## src/rtl/hazard_pkg.sv

```systemverilog
// Shared types and constants for the pipeline hazard/stall controller.
package hazard_pkg;

    localparam int REG_IDX_W           = 4;
    localparam int MEM_TIMEOUT_DEFAULT = 255;

    typedef enum logic [1:0] {
        IDLE,
        WAIT,
        ERR
    } state_e;

endpackage

```

## src/rtl/hazard_detect.sv

```systemverilog
// Combinational data-hazard detector for the ID stage.
// HAZ_FORWARDING_EN selects load-use-only detection; otherwise any RAW against EXE/MEM stalls.
module hazard_detect
    import hazard_pkg::*;
(
    input  logic [REG_IDX_W-1:0] src1,
    input  logic [REG_IDX_W-1:0] src2,
    input  logic                 src1_vld,
    input  logic                 src2_vld,
    input  logic [REG_IDX_W-1:0] exe_dest,
    input  logic                 exe_wb_en,
    input  logic                 exe_mem_r_en,
    input  logic [REG_IDX_W-1:0] mem_dest,
    input  logic                 mem_wb_en,
    output logic                 data_haz
);

`ifdef HAZ_FORWARDING_EN
    // The forwarding network covers every RAW except a load whose data is not back yet.
    logic unused_mem_fields;
    assign unused_mem_fields = ^{mem_wb_en, mem_dest};

    assign data_haz = exe_mem_r_en && exe_wb_en &&
                      ((src1_vld && (src1 == exe_dest)) ||
                       (src2_vld && (src2 == exe_dest)));
`else
    logic unused_load_flag;
    logic raw_src1;
    logic raw_src2;
    assign unused_load_flag = exe_mem_r_en;

    assign raw_src1 = src1_vld && ((exe_wb_en && (exe_dest == src1)) ||
                                   (mem_wb_en && (mem_dest == src1)));
    assign raw_src2 = src2_vld && ((exe_wb_en && (exe_dest == src2)) ||
                                   (mem_wb_en && (mem_dest == src2)));
    assign data_haz = raw_src1 || raw_src2;
`endif

endmodule

```

## src/rtl/hazard_ctrl_unit.sv

```systemverilog
// Freeze/flush controller for the 5-stage core: SRAM-wait FSM with timeout,
// priority strobe mux and saturating counters. Option macro: HAZ_FORWARDING_EN.
module hazard_ctrl_unit
    import hazard_pkg::*;
#(
    parameter int MEM_TIMEOUT = MEM_TIMEOUT_DEFAULT,
    parameter int CNT_W       = 32
) (
    input  logic                 clk,
    input  logic                 rst,
    input  logic [REG_IDX_W-1:0] src1,
    input  logic [REG_IDX_W-1:0] src2,
    input  logic                 src1_vld,
    input  logic                 src2_vld,
    input  logic [REG_IDX_W-1:0] exe_dest,
    input  logic                 exe_wb_en,
    input  logic                 exe_mem_r_en,
    input  logic                 exe_b_taken,
    input  logic [REG_IDX_W-1:0] mem_dest,
    input  logic                 mem_wb_en,
    input  logic                 mem_req,
    input  logic                 sram_ready,
    output logic                 if_freeze,
    output logic                 id_freeze,
    output logic                 ex_freeze,
    output logic                 if_flush,
    output logic                 id_flush,
    output logic                 mem_err,
    output logic [CNT_W-1:0]     stall_cnt,
    output logic [CNT_W-1:0]     flush_cnt
);

    localparam int WAIT_W = $clog2(MEM_TIMEOUT + 1);

    state_e             state_q, state_d;
    logic [WAIT_W-1:0]  wait_cnt_q, wait_cnt_d;
    logic               mem_err_q, mem_err_d;
    logic [CNT_W-1:0]   stall_cnt_q, stall_cnt_d;
    logic [CNT_W-1:0]   flush_cnt_q, flush_cnt_d;
    logic               data_haz;
    logic               mem_stall;
    logic               branch_flush;

    hazard_detect u_detect (
        .src1         (src1),
        .src2         (src2),
        .src1_vld     (src1_vld),
        .src2_vld     (src2_vld),
        .exe_dest     (exe_dest),
        .exe_wb_en    (exe_wb_en),
        .exe_mem_r_en (exe_mem_r_en),
        .mem_dest     (mem_dest),
        .mem_wb_en    (mem_wb_en),
        .data_haz     (data_haz)
    );

    always_comb begin : fsm_next
        // NOTE: every output of a combinational block gets a default first, so no path can infer a latch.
        state_d    = state_q;
        wait_cnt_d = wait_cnt_q;
        mem_err_d  = mem_err_q;
        case (state_q)
            IDLE: begin
                if (mem_req && !sram_ready) begin
                    state_d    = WAIT;
                    wait_cnt_d = WAIT_W'(1);
                end
            end
            WAIT: begin
                if (sram_ready) begin
                    state_d    = IDLE;
                    wait_cnt_d = '0;
                end else if (wait_cnt_q == WAIT_W'(MEM_TIMEOUT)) begin
                    state_d   = ERR;
                    mem_err_d = 1'b1;
                end else begin
                    wait_cnt_d = wait_cnt_q + 1'b1;
                end
            end
            ERR:     state_d = ERR;
            default: state_d = IDLE;
        endcase
    end

    // A held MEM stage outranks everything: a pending branch or hazard must wait for EXE to move.
    always_comb begin : strobe_mux
        if_freeze    = 1'b0;
        id_freeze    = 1'b0;
        ex_freeze    = 1'b0;
        if_flush     = 1'b0;
        id_flush     = 1'b0;
        branch_flush = 1'b0;
        mem_stall    = (state_q == WAIT) || (state_q == ERR) ||
                       ((state_q == IDLE) && mem_req && !sram_ready);
        if (mem_stall) begin
            if_freeze = 1'b1;
            id_freeze = 1'b1;
            ex_freeze = 1'b1;
        end else if (exe_b_taken) begin
            if_flush     = 1'b1;
            id_flush     = 1'b1;
            branch_flush = 1'b1;
        end else if (data_haz) begin
            if_freeze = 1'b1;
            id_flush  = 1'b1;
        end
    end

    always_comb begin : counters_next
        stall_cnt_d = stall_cnt_q;
        flush_cnt_d = flush_cnt_q;
        if (if_freeze && (stall_cnt_q != '1)) stall_cnt_d = stall_cnt_q + 1'b1;
        if (branch_flush && (flush_cnt_q != '1)) flush_cnt_d = flush_cnt_q + 1'b1;
    end

    always_ff @(posedge clk) begin
        // NOTE: sequential state uses non-blocking assignments so all flops sample pre-edge values.
        if (rst) begin
            state_q     <= IDLE;
            wait_cnt_q  <= '0;
            mem_err_q   <= 1'b0;
            stall_cnt_q <= '0;
            flush_cnt_q <= '0;
        end else begin
            state_q     <= state_d;
            wait_cnt_q  <= wait_cnt_d;
            mem_err_q   <= mem_err_d;
            stall_cnt_q <= stall_cnt_d;
            flush_cnt_q <= flush_cnt_d;
        end
    end

    assign mem_err   = mem_err_q;
    assign stall_cnt = stall_cnt_q;
    assign flush_cnt = flush_cnt_q;

endmodule
```

## config.mk

```make
export PLATFORM = sky130hd
export DESIGN_NAME = hazard_ctrl_unit
export DESIGN_NICKNAME = d
export VERILOG_FILES = /design/src/rtl/hazard_pkg.sv /design/src/rtl/hazard_detect.sv /design/src/rtl/hazard_ctrl_unit.sv
export SDC_FILE = /design/constraint.sdc
export NUM_CORES = 1
export LEC_CHECK = 0
export BUFFER_PORTS_ARGS = -buffer_cell sky130_fd_sc_hd__buf_4
export CORE_ASPECT_RATIO = 0.8
export CORE_MARGIN = 3
export CORE_UTILIZATION = 32
export CTS_BUF_LIST = sky130_fd_sc_hd__clkbuf_8
export DETAILED_ROUTE_END_ITERATION = 7
export PLACE_DENSITY = 0.55
export SYNTH_ARGS = -nofsm -noshare
export SYNTH_HDL_FRONTEND = slang
export SYNTH_SLANG_ARGS = --single-unit
```

## constraint.sdc

```tcl
create_clock -name clk -period 5.6 [get_ports clk]
set_input_delay 0.84 -clock clk [delete_from_list [all_inputs] [get_ports clk]]
set_output_delay 0.84 -clock clk [all_outputs]
set_load 0.02 [all_outputs]
```

Word level (Yosys, flattened, before mapping)
Index checks and enable logic that the tools add are counted.

Output and inout bits: 70. Register bits after elaboration: 75. Memories: 0. Bits in latches: 0. RAM bits: 0. Input port bits: 26. Logic and storage cells: 59. ROM bits: 0.

Multipliers: 0. Shifts and indexed selects: 0. Bitwise gates (word level): 1. Muxes and demuxes: 16. Equal/unequal tests: 12. $lt $le $gt $ge: 0. Reduce and logical (&&, ||, !) cells: 22. Add/sub/neg operators: 3. Divide/modulo/power cells: 0.

Operators with widths (count): $add A32 B1 Y32 const B (2); $ne A32 B32 Y1 const B (2); $mux W8 (3); $eq A4 B4 Y1 (4); $pmux W8 S2 (1); $logic_and A1 B1 Y1 (11); $add A8 B1 Y8 const B (1); $eq A8 B8 Y1 const B (1); $mux W1 (8); $mux W2 (3); $ne A3 B3 Y1 const B (2); $pmux W2 S3 (1); $reduce_and A3 Y1 (2); $logic_or A1 B1 Y1 (5); $eq A2 B1 Y1 const B (1); $eq A2 B2 Y1 const B (1); $logic_not A2 Y1 (1); $ne A2 B2 Y1 const B (1); $reduce_and A2 Y1 (1); $reduce_bool A2 Y1 (1); $logic_not A1 Y1 (1); $not A1 Y1 (1).

Logic depth before layout (Yosys ltp)
Gate-level depths: netlist (run 1).

Word-level depth: 9. Gate-level depth with buffers: 11. Depth with buffers taken out: 9.

Hierarchy
A second synthesis (run 1) with hierarchy kept.

Cell total of the unflattened synthesis: 500. Area, all modules: 4237.8 um^2.

Modules (own cells, without submodules): hazard_ctrl_unit (seq. area each 1501.4 um^2, instances 1, cells each 475, area each 4046.4 um^2); hazard_detect (seq. area each 0.0 um^2, instances 1, cells each 25, area each 191.4 um^2).

Worst setup path after synthesis (run 1)
Ideal clock, no wire load.

Path type: input-to-output. Start point: input src2[2]. End point: output if_freeze. Data required time: 4.760 ns. Stages on the path: 5. Slack: 2.750 ns. Arrival time: 2.010 ns. Cell sequence: xnor2_1 nand3_1 nor4_1 nor4_1 o21ai_0.

Word-level cells in the longest chain between the ends: 8. Elaborated cells on any way between the ends: 10. Those cells by class: eq/ne (2); mux (3); reduce/logical (5).

RTL lines: start: declaration (line hazard_ctrl_unit.sv:12) `input logic [REG_IDX_W-1:0] src2,`; $eq A4 B4 Y1 (on tied branches) (line hazard_detect.sv:34, hazard_detect.sv:35); $logic_and A1 B1 Y1 (on tied branches) (line hazard_detect.sv:34, hazard_detect.sv:35); $logic_or A1 B1 Y1 * (line hazard_detect.sv:34) `assign raw_src2 = src2_vld && ((exe_wb_en && (exe_dest == src2)) ||`; $logic_and A1 B1 Y1 * (line hazard_detect.sv:34); $logic_or A1 B1 Y1 * (line hazard_detect.sv:36) `assign data_haz = raw_src1 || raw_src2;`; $mux W1 * (line hazard_ctrl_unit.sv:103) `end else if (data_haz) begin`; $mux W1 * (line hazard_ctrl_unit.sv:99) `end else if (exe_b_taken) begin`; $mux W1 * (line hazard_ctrl_unit.sv:95) `if (mem_stall) begin`; end: declaration (line hazard_ctrl_unit.sv:23) `output logic if_freeze,`.

Mark *: on every way between the ends. The rest lies on a longest branch, timed or not.

Worst setup path in the final report (run 1)
Start point: register state_q[1]. End point: output if_flush.

Word-level cells in the longest chain between the ends: 5. Elaborated cells on any way between the ends: 8. Those cells by class: eq/ne (2); mux (1); reduce/logical (5).

RTL lines: start: declaration (line hazard_ctrl_unit.sv:35) `state_e state_q, state_d;`; start signal: assignment (line hazard_ctrl_unit.sv:125) `state_q <= state_d;`; $logic_not A2 Y1 (line hazard_ctrl_unit.sv:94) `((state_q == IDLE) && mem_req && !sram_ready);`; $logic_and A1 B1 Y1 (2 in series) (line hazard_ctrl_unit.sv:94); $logic_or A1 B1 Y1 * (line hazard_ctrl_unit.sv:93) `mem_stall = (state_q == WAIT) || (state_q == ERR) ||`; $mux W1 * (line hazard_ctrl_unit.sv:95); end: declaration (line hazard_ctrl_unit.sv:26) `output logic if_flush,`.

Marked as above.

==> results of run 1 <==
## synth_stat cells, types with 3 or more instances
| library cell | instances |
|---|---|
| ha_1 | 6 |
| buf_6 | 7 |
| or4_1 | 16 |
| nand3_1 | 26 |
| and4_1 | 7 |
| a21oi_1 | 39 |
| nand2_1 | 34 |
| dfxtp_1 | 75 |
| and3_1 | 4 |
| or3_1 | 13 |
| o31ai_1 | 16 |
| o21ai_0 | 5 |
| nand4_1 | 16 |
| nor3_1 | 4 |
| clkbuf_1 | 9 |
| o21ai_1 | 9 |
| nand2b_1 | 3 |
| nor2_1 | 57 |
| xnor2_1 | 22 |
| nor4_1 | 12 |
| xor2_1 | 31 |
| a211oi_1 | 3 |
| inv_1 | 12 |
## kinds of logic after synthesis
kind of cell	Yosys count	share of synthesized area
muxes	2	0.00640
DFF	75	0.384
AOI/OAI and AO/OA	84	0.137
xor gates and xnor gates	53	0.119
buffers and inverters	31	0.0448
and+or+nand+nor	210	0.289
adders and majority gates	6	0.0192
## state kept, by name (all words and copies together), names as in the netlist
| register | flops |
|---|---|
| wait_cnt_q | 8 |
| flush_cnt | 32 |
| mem_err | 1 |
| state_q | 2 |
| stall_cnt | 32 |
## stage by stage
step	cell area [um^2]	power (uW)	util
floorplan	3910	660	-
global placement	4680	693	0.399
detailed placement	4680	696	0.399
CTS	4900	1180	0.418
global route	4900	1210	0.418
finish	4900	1160	0.418
## worst min-delay path by stage
| stage | start | to | slack, ns | cells past startpoint |
|---|---|---|---|---|
| after CTS | mem_err | mem_err | 0.49 | 2 |
| after global routing | wait_cnt_q[7] | wait_cnt_q[7] | 0.52 | 2 |
| after detailed placement | mem_err | mem_err | 0.47 | 2 |
| after floorplan | wait_cnt_q[5] | wait_cnt_q[5] | 0.45 | 2 |
| final | mem_err | mem_err | 0.48 | 2 |
| after global placement | wait_cnt_q[5] | wait_cnt_q[5] | 0.47 | 2 |
## report_power, final
group	internal [uW]	leakage [uW]	switching, uW
sequential	539	0.000605	8.44
clock	263	0.000108	214
combinational	47.6	0.00108	87.1
## worst register-to-register path: stages (launching register included)
cell and delay, ns:
dfxtp_1 0.44, ha_1 0.20, nand3_1 0.18, nand2b_1 0.35, or4_4 0.60, o21ai_2 0.18
a21o_4 0.44, nor4_1 0.15, mux2_4 0.32
## layout by cell type (no fill, tap or decap), drive strengths merged, types with 3 or more instances in the layout
cell,count
buf,95
dfxtp,75
nor2,57
a21oi,39
nand2,35
xor2,31
nand3,27
xnor2,22
or4,18
nand4,16
o31ai,16
o21ai,15
or3,13
inv,12
nor4,12
clkbuf,10
and4,9
ha,6
nor3,6
and3,4
or2,4
nand2b,3
a211oi,3
## cell type report
| cell class | count | area share |
|---|---|---|
| clock buffers | 10 | 0.0281 |
| inverters | 12 | 0.00919 |
| well taps | 148 | 0.0378 |
| multi-input cells | 355 | 0.455 |
| clock inverters | 6 | 0.0181 |
| repair buffers | 95 | 0.145 |
| flip-flops and latches | 75 | 0.306 |
## metal layers
layer	global-route usage	vias to the layer above	routed length, um
met5	0	-	0
met4	0.0453	0	135
met3	0.0429	12	596
met2	0.227	79	4400
met1	0.205	1700	4760
li1	-	1834	-
==> impl_metrics.env, run 1 <==
export IMPL_rr_startpoint="stall_cnt[0]"
export IMPL_timing_hold_violations_final=0
export IMPL_timing_critical_path_cells="inv_1, ha_1, and3b_1, nor2_1, nand2_1, inv_1, buf_4"
export IMPL_async_reset_ff_frac=0
export IMPL_hp_class="flop to flop"
export IMPL_path_depth=7
export IMPL_powerDensity_mw_per_mm2=236
export IMPL_rsz0062_at_grt="false"
export IMPL_postSynthRegisterBits=75
export IMPL_drt_total_wl_um=9890
export IMPL_syn_mean_instance_area_um2=8.48
export IMPL_design_final_nets=580
export IMPL_postCtsSetupBuffers=0
export IMPL_maxSlewViolCount=0
export IMPL_synth_warnings=0
export IMPL_fin_crit_ns=3.08
export IMPL_antenna_left=0
export IMPL_drt_pre_antenna_iters=4
export IMPL_htreeDepth=3
export IMPL_crit_path_top_cell_by_count="inv_1"
export IMPL_critical_path_class="flop to primary output"
export IMPL_port_buffers=94
export IMPL_clk_transition_reported_paths_ns=0.07
export IMPL_number_of_enable_flip_flop_cells_after_synthesis=0
export IMPL_arrival_ns=2.24
export IMPL_cts_buffers_inserted=9
export IMPL_netlist_top_cell_by_area="dfxtp_1"
export IMPL_setup_worst_path_start_class="flop"
export IMPL_cp_end_kind="primary output"
export IMPL_yosysSeqAreaShare=0.384
export IMPL_num_rows=35
export IMPL_grt_max_degree=73
export IMPL_avgRoutedWirePerCell_um=14.1
export IMPL_syn_inst=461
export IMPL_area_share_of_the_largest_cell_type_after_synthesis=0.384
export IMPL_clock_latency_ns=0.35
export IMPL_worst_r2r_path_depth=8
export IMPL_synth_lib_cells_used_distinct=49
export IMPL_seq_area_mm2=0.00150
export IMPL_syn_area_mm2=0.00391
export IMPL_max_slew_worst_pin_slew_ns=0.835
export IMPL_via_per_inst=5.17
export IMPL_rr_endpoint="stall_cnt[23]"
export IMPL_crit_path_end="if_flush"
export IMPL_holdBufCountCts=0
export IMPL_die_area_mm2=0.0136
export IMPL_dpl_worst_slack_ns=2.41
export IMPL_postSynthNetCount=493
export IMPL_routed_via_count=3625
export IMPL_worst_r2r_setup_slack_ns=2.64
export IMPL_synth_area_leaders="dfxtp_1 (38%), xor2_1 (6.9%), nor2_1 (5.5%)"
export IMPL_ys_flop_type="dfxtp_1"
export IMPL_slowest_stage_cell_cp="dfxtp_1"
export IMPL_root_buffer_cell="clkbuf_8"
export IMPL_hold_slack_ns=0.480
export IMPL_multi_input_comb_area_mm2=0.00223
export IMPL_globalRouteTotalUtil=0.150
export IMPL_drtIter0Drc=158
export IMPL_grt_overflow=0
export IMPL_die_h_um=105
export IMPL_critPathTopFamily="simple AND/OR/NAND/NOR gates"
export IMPL_totalNegativeSetupSlack_ns=0
export IMPL_placeableCoreArea_mm2=0.0117
export IMPL_area_delta_synth_final_pct=25.4
export IMPL_pin_count=96
export IMPL_tritoncts="built"
export IMPL_cts_sinks=75
export IMPL_critical_path_peak_fanout=7
export IMPL_initial_utilization=0.333
export IMPL_layout_cells_non_filler=701
export IMPL_final_layout_size_suffix_gt1_frac=0.226
export IMPL_first_pass_grt_wire_length_um=16800
export IMPL_max_slew_margin_rel=0.444
export IMPL_vdd_ir_drop_worst_v=0.0000936
export IMPL_dp_cells=685
export IMPL_die_w_um=130
export IMPL_max_freq_ghz=0.324
export IMPL_dpl_hpwl_um=7060
export IMPL_fill_cells=1179
export IMPL_min_period_over_period=0.550
export IMPL_max_cap_violations=0
export IMPL_worst_clock_skew_ns=0.0116
export IMPL_first_global_vias=3445
export IMPL_worst_setup_path_startpoint="state_q[1]"
export IMPL_drc=0
export IMPL_post_cts_resize_count=0
export IMPL_leakage_uw=0.00179
export IMPL_required_time_at_the_worst_slack_endpoint_ns=4.76
export IMPL_routabilityCongestion=0.802
export IMPL_final_setup_viol_count=0
export IMPL_antenna_cells_inserted=0
export IMPL_setup_ws_post_layout_ns=2.52
export IMPL_initial_antenna_violation_count=0
export IMPL_slowest_delay_ns=0.38
export IMPL_worstPathBufferInverterCount=3
export IMPL_cts_max_path_buffers=2
export IMPL_status="finished clean"
Power figures use the tool's default switching activity.
==> run 2: changes to the inputs <==
==> constraint.sdc (replaced) <==
create_clock -name clk -period 3 [get_ports clk]
set_input_delay 0.45 -clock clk [delete_from_list [all_inputs] [get_ports clk]]
set_output_delay 0.45 -clock clk [all_outputs]
set_load 0.02 [all_outputs]
==> run 2 against run 1 <==
  * Register-to-register slack worse by 2.3 ns
  * Final area up 0.51%
  * Clock skew about the same
  * Clock-buffer cell count down 1
  * Via count up 1.3%
  * Critical path depth up 3
  * Cell count up 1.6%
  * Wire length up 0.11%
  * Critical endpoint is now flush_cnt[15]
==> impl_metrics.env, run 2 (synthesis results as in run 1) <==
export IMPL_cts_max_path_buffers=2
export IMPL_antenna_left=0
export IMPL_design_final_nets=591
export IMPL_worst_hold_startpoint="sram_ready"
export IMPL_cts_buffers_inserted=9
export IMPL_first_global_vias=3459
export IMPL_arrival_ns=2.88
export IMPL_dpl_hpwl_um=7240
export IMPL_globalRouteTotalUtil=0.150
export IMPL_crit_path_top_cell_by_count="nor2_1"
export IMPL_postCtsSetupBuffers=0
export IMPL_num_rows=35
export IMPL_vdd_ir_drop_worst_v=0.000190
export IMPL_grt_max_degree=45
export IMPL_antenna_cells_inserted=0
export IMPL_totalNegativeSetupSlack_ns=0
export IMPL_fin_crit_ns=2.64
export IMPL_status="finished clean"
export IMPL_max_cap_violations=0
export IMPL_rsz0062_at_grt="false"
export IMPL_port_buffers=94
export IMPL_placeableCoreArea_mm2=0.0117
export IMPL_critical_path_peak_fanout=13
export IMPL_drtIter0Drc=177
export IMPL_grt_overflow=0
export IMPL_powerDensity_mw_per_mm2=401
export IMPL_holdBufCountCts=0
export IMPL_first_pass_grt_wire_length_um=16800
export IMPL_area_delta_synth_final_pct=26.1
export IMPL_hold_slack_ns=0.443
export IMPL_tritoncts="built"
export IMPL_setup_ws_post_layout_ns=0.362
export IMPL_final_layout_size_suffix_gt1_frac=0.241
export IMPL_required_time_at_the_worst_slack_endpoint_ns=3.24
export IMPL_pin_count=96
export IMPL_drc=0
export IMPL_avgRoutedWirePerCell_um=13.9
export IMPL_wl_met2_um=4280
export IMPL_max_slew_worst_pin_slew_ns=0.506
export IMPL_clk_transition_reported_paths_ns=0.08
export IMPL_die_h_um=105
export IMPL_dpl_worst_slack_ns=0.365
export IMPL_cts_sinks=75
export IMPL_final_core_utilization=0.420
export IMPL_drt_met1_wl_um=4920
export IMPL_post_cts_resize_count=0
export IMPL_hp_class="primary input to flop"
export IMPL_initial_antenna_violation_count=0
export IMPL_timing_critical_path_cells="inv_1, ha_1, and3b_1, nor2_1, nand2_1, buf_4, a21o_1, nor4_1, xnor2_1, nor2_1"
export IMPL_min_period_over_period=0.879
export IMPL_drt_pre_antenna_iters=4
export IMPL_die_area_mm2=0.0136
export IMPL_max_slew_margin_rel=0.661
export IMPL_dp_cells=696
export IMPL_rr_startpoint="state_q[1]"
export IMPL_max_freq_ghz=0.379
export IMPL_die_w_um=130
export IMPL_slowest_delay_ns=0.43
export IMPL_clock_latency_ns=0.35
export IMPL_slowest_stage_cell_cp="nor4_1"
export IMPL_routed_via_count=3671
export IMPL_maxSlewViolCount=0
export IMPL_layout_cells_most_common_list="buf_4 (106), dfxtp_1 (75), nor2_1 (57)"
export IMPL_timing_hold_violations_final=0
export IMPL_drt_total_wl_um=9900
export IMPL_routed_wl_met3_um=555
export IMPL_root_buffer_cell="clkbuf_8"
export IMPL_critical_path_class="flop to flop"
export IMPL_initial_utilization=0.333
export IMPL_layout_cells_non_filler=712
export IMPL_cp_end_kind="flop"
export IMPL_final_setup_viol_count=0
export IMPL_routabilityCongestion=0.782
export IMPL_leakage_uw=0.00182
export IMPL_via_per_inst=5.16
export IMPL_worst_clock_skew_ns=0.0120
export IMPL_worst_setup_path_startpoint="state_q[1]"
export IMPL_final_common_cell="buf_4"
export IMPL_htreeDepth=3
export IMPL_setup_worst_path_start_class="flop"
export IMPL_topRoutingLayerUsed="met4"
## run 2: cell type report
type | count | area (um^2)
Fill cell | 1183 | 6810
Clock inverter | 7 | 45.0
Inverter | 12 | 45.0
Multi-Input combinational cell | 355 | 2230
Timing Repair Buffer | 106 | 796
Sequential cell | 75 | 1500
Clock buffer | 9 | 124
Tap cell | 148 | 185
## run 2: report_power, final
| group | internal, uW | leakage, uW | total, uW | switching, uW |
|---|---|---|---|---|
| Combinational | 103 | 0.00113 | 267 | 165 |
| Sequential | 1010 | 0.000605 | 1020 | 15.0 |
| Clock | 297 | 0.0000887 | 688 | 392 |
| Total | 1410 | 0.00182 | 1980 | 571 |
## run 2: stage by stage
step / instance area [um^2] / total power, uW
after floorplan: 3910 / 1230
after global placement: 4760 / 1310
after detailed placement: 4760 / 1310
after CTS: 4930 / 2010
after global routing: 4930 / 2070
final: 4930 / 1980
## run 2: path summary, 6_finish.rpt
check | end | slack, ns | cells past startpoint
max | flush_cnt[15] | 0.36 | 10
min | wait_cnt_q[0] | 0.44 | 4
max reg2reg | flush_cnt[15] | 0.36 | 10
min reg2reg | mem_err | 0.49 | 2
## run 2: worst max-delay path: cells and delay by family, from the launching register on
kind,cells,cell delay (ns)
AND/OR/NAND/NOR,5,1.18
adder cells (fa/ha/maj),1,0.19
flip-flops,1,0.38
XOR/XNOR,1,0.16
buffers and inverters,2,0.29
AO/OA/AOI/OAI,1,0.32
## run 2: layer usage
metal | up-vias | GRT usage
met3 | 13 | 0.0414
met5 | - | 0
li1 | 1854 | -
met4 | 0 | 0.0445
met2 | 82 | 0.226
met1 | 1722 | 0.210
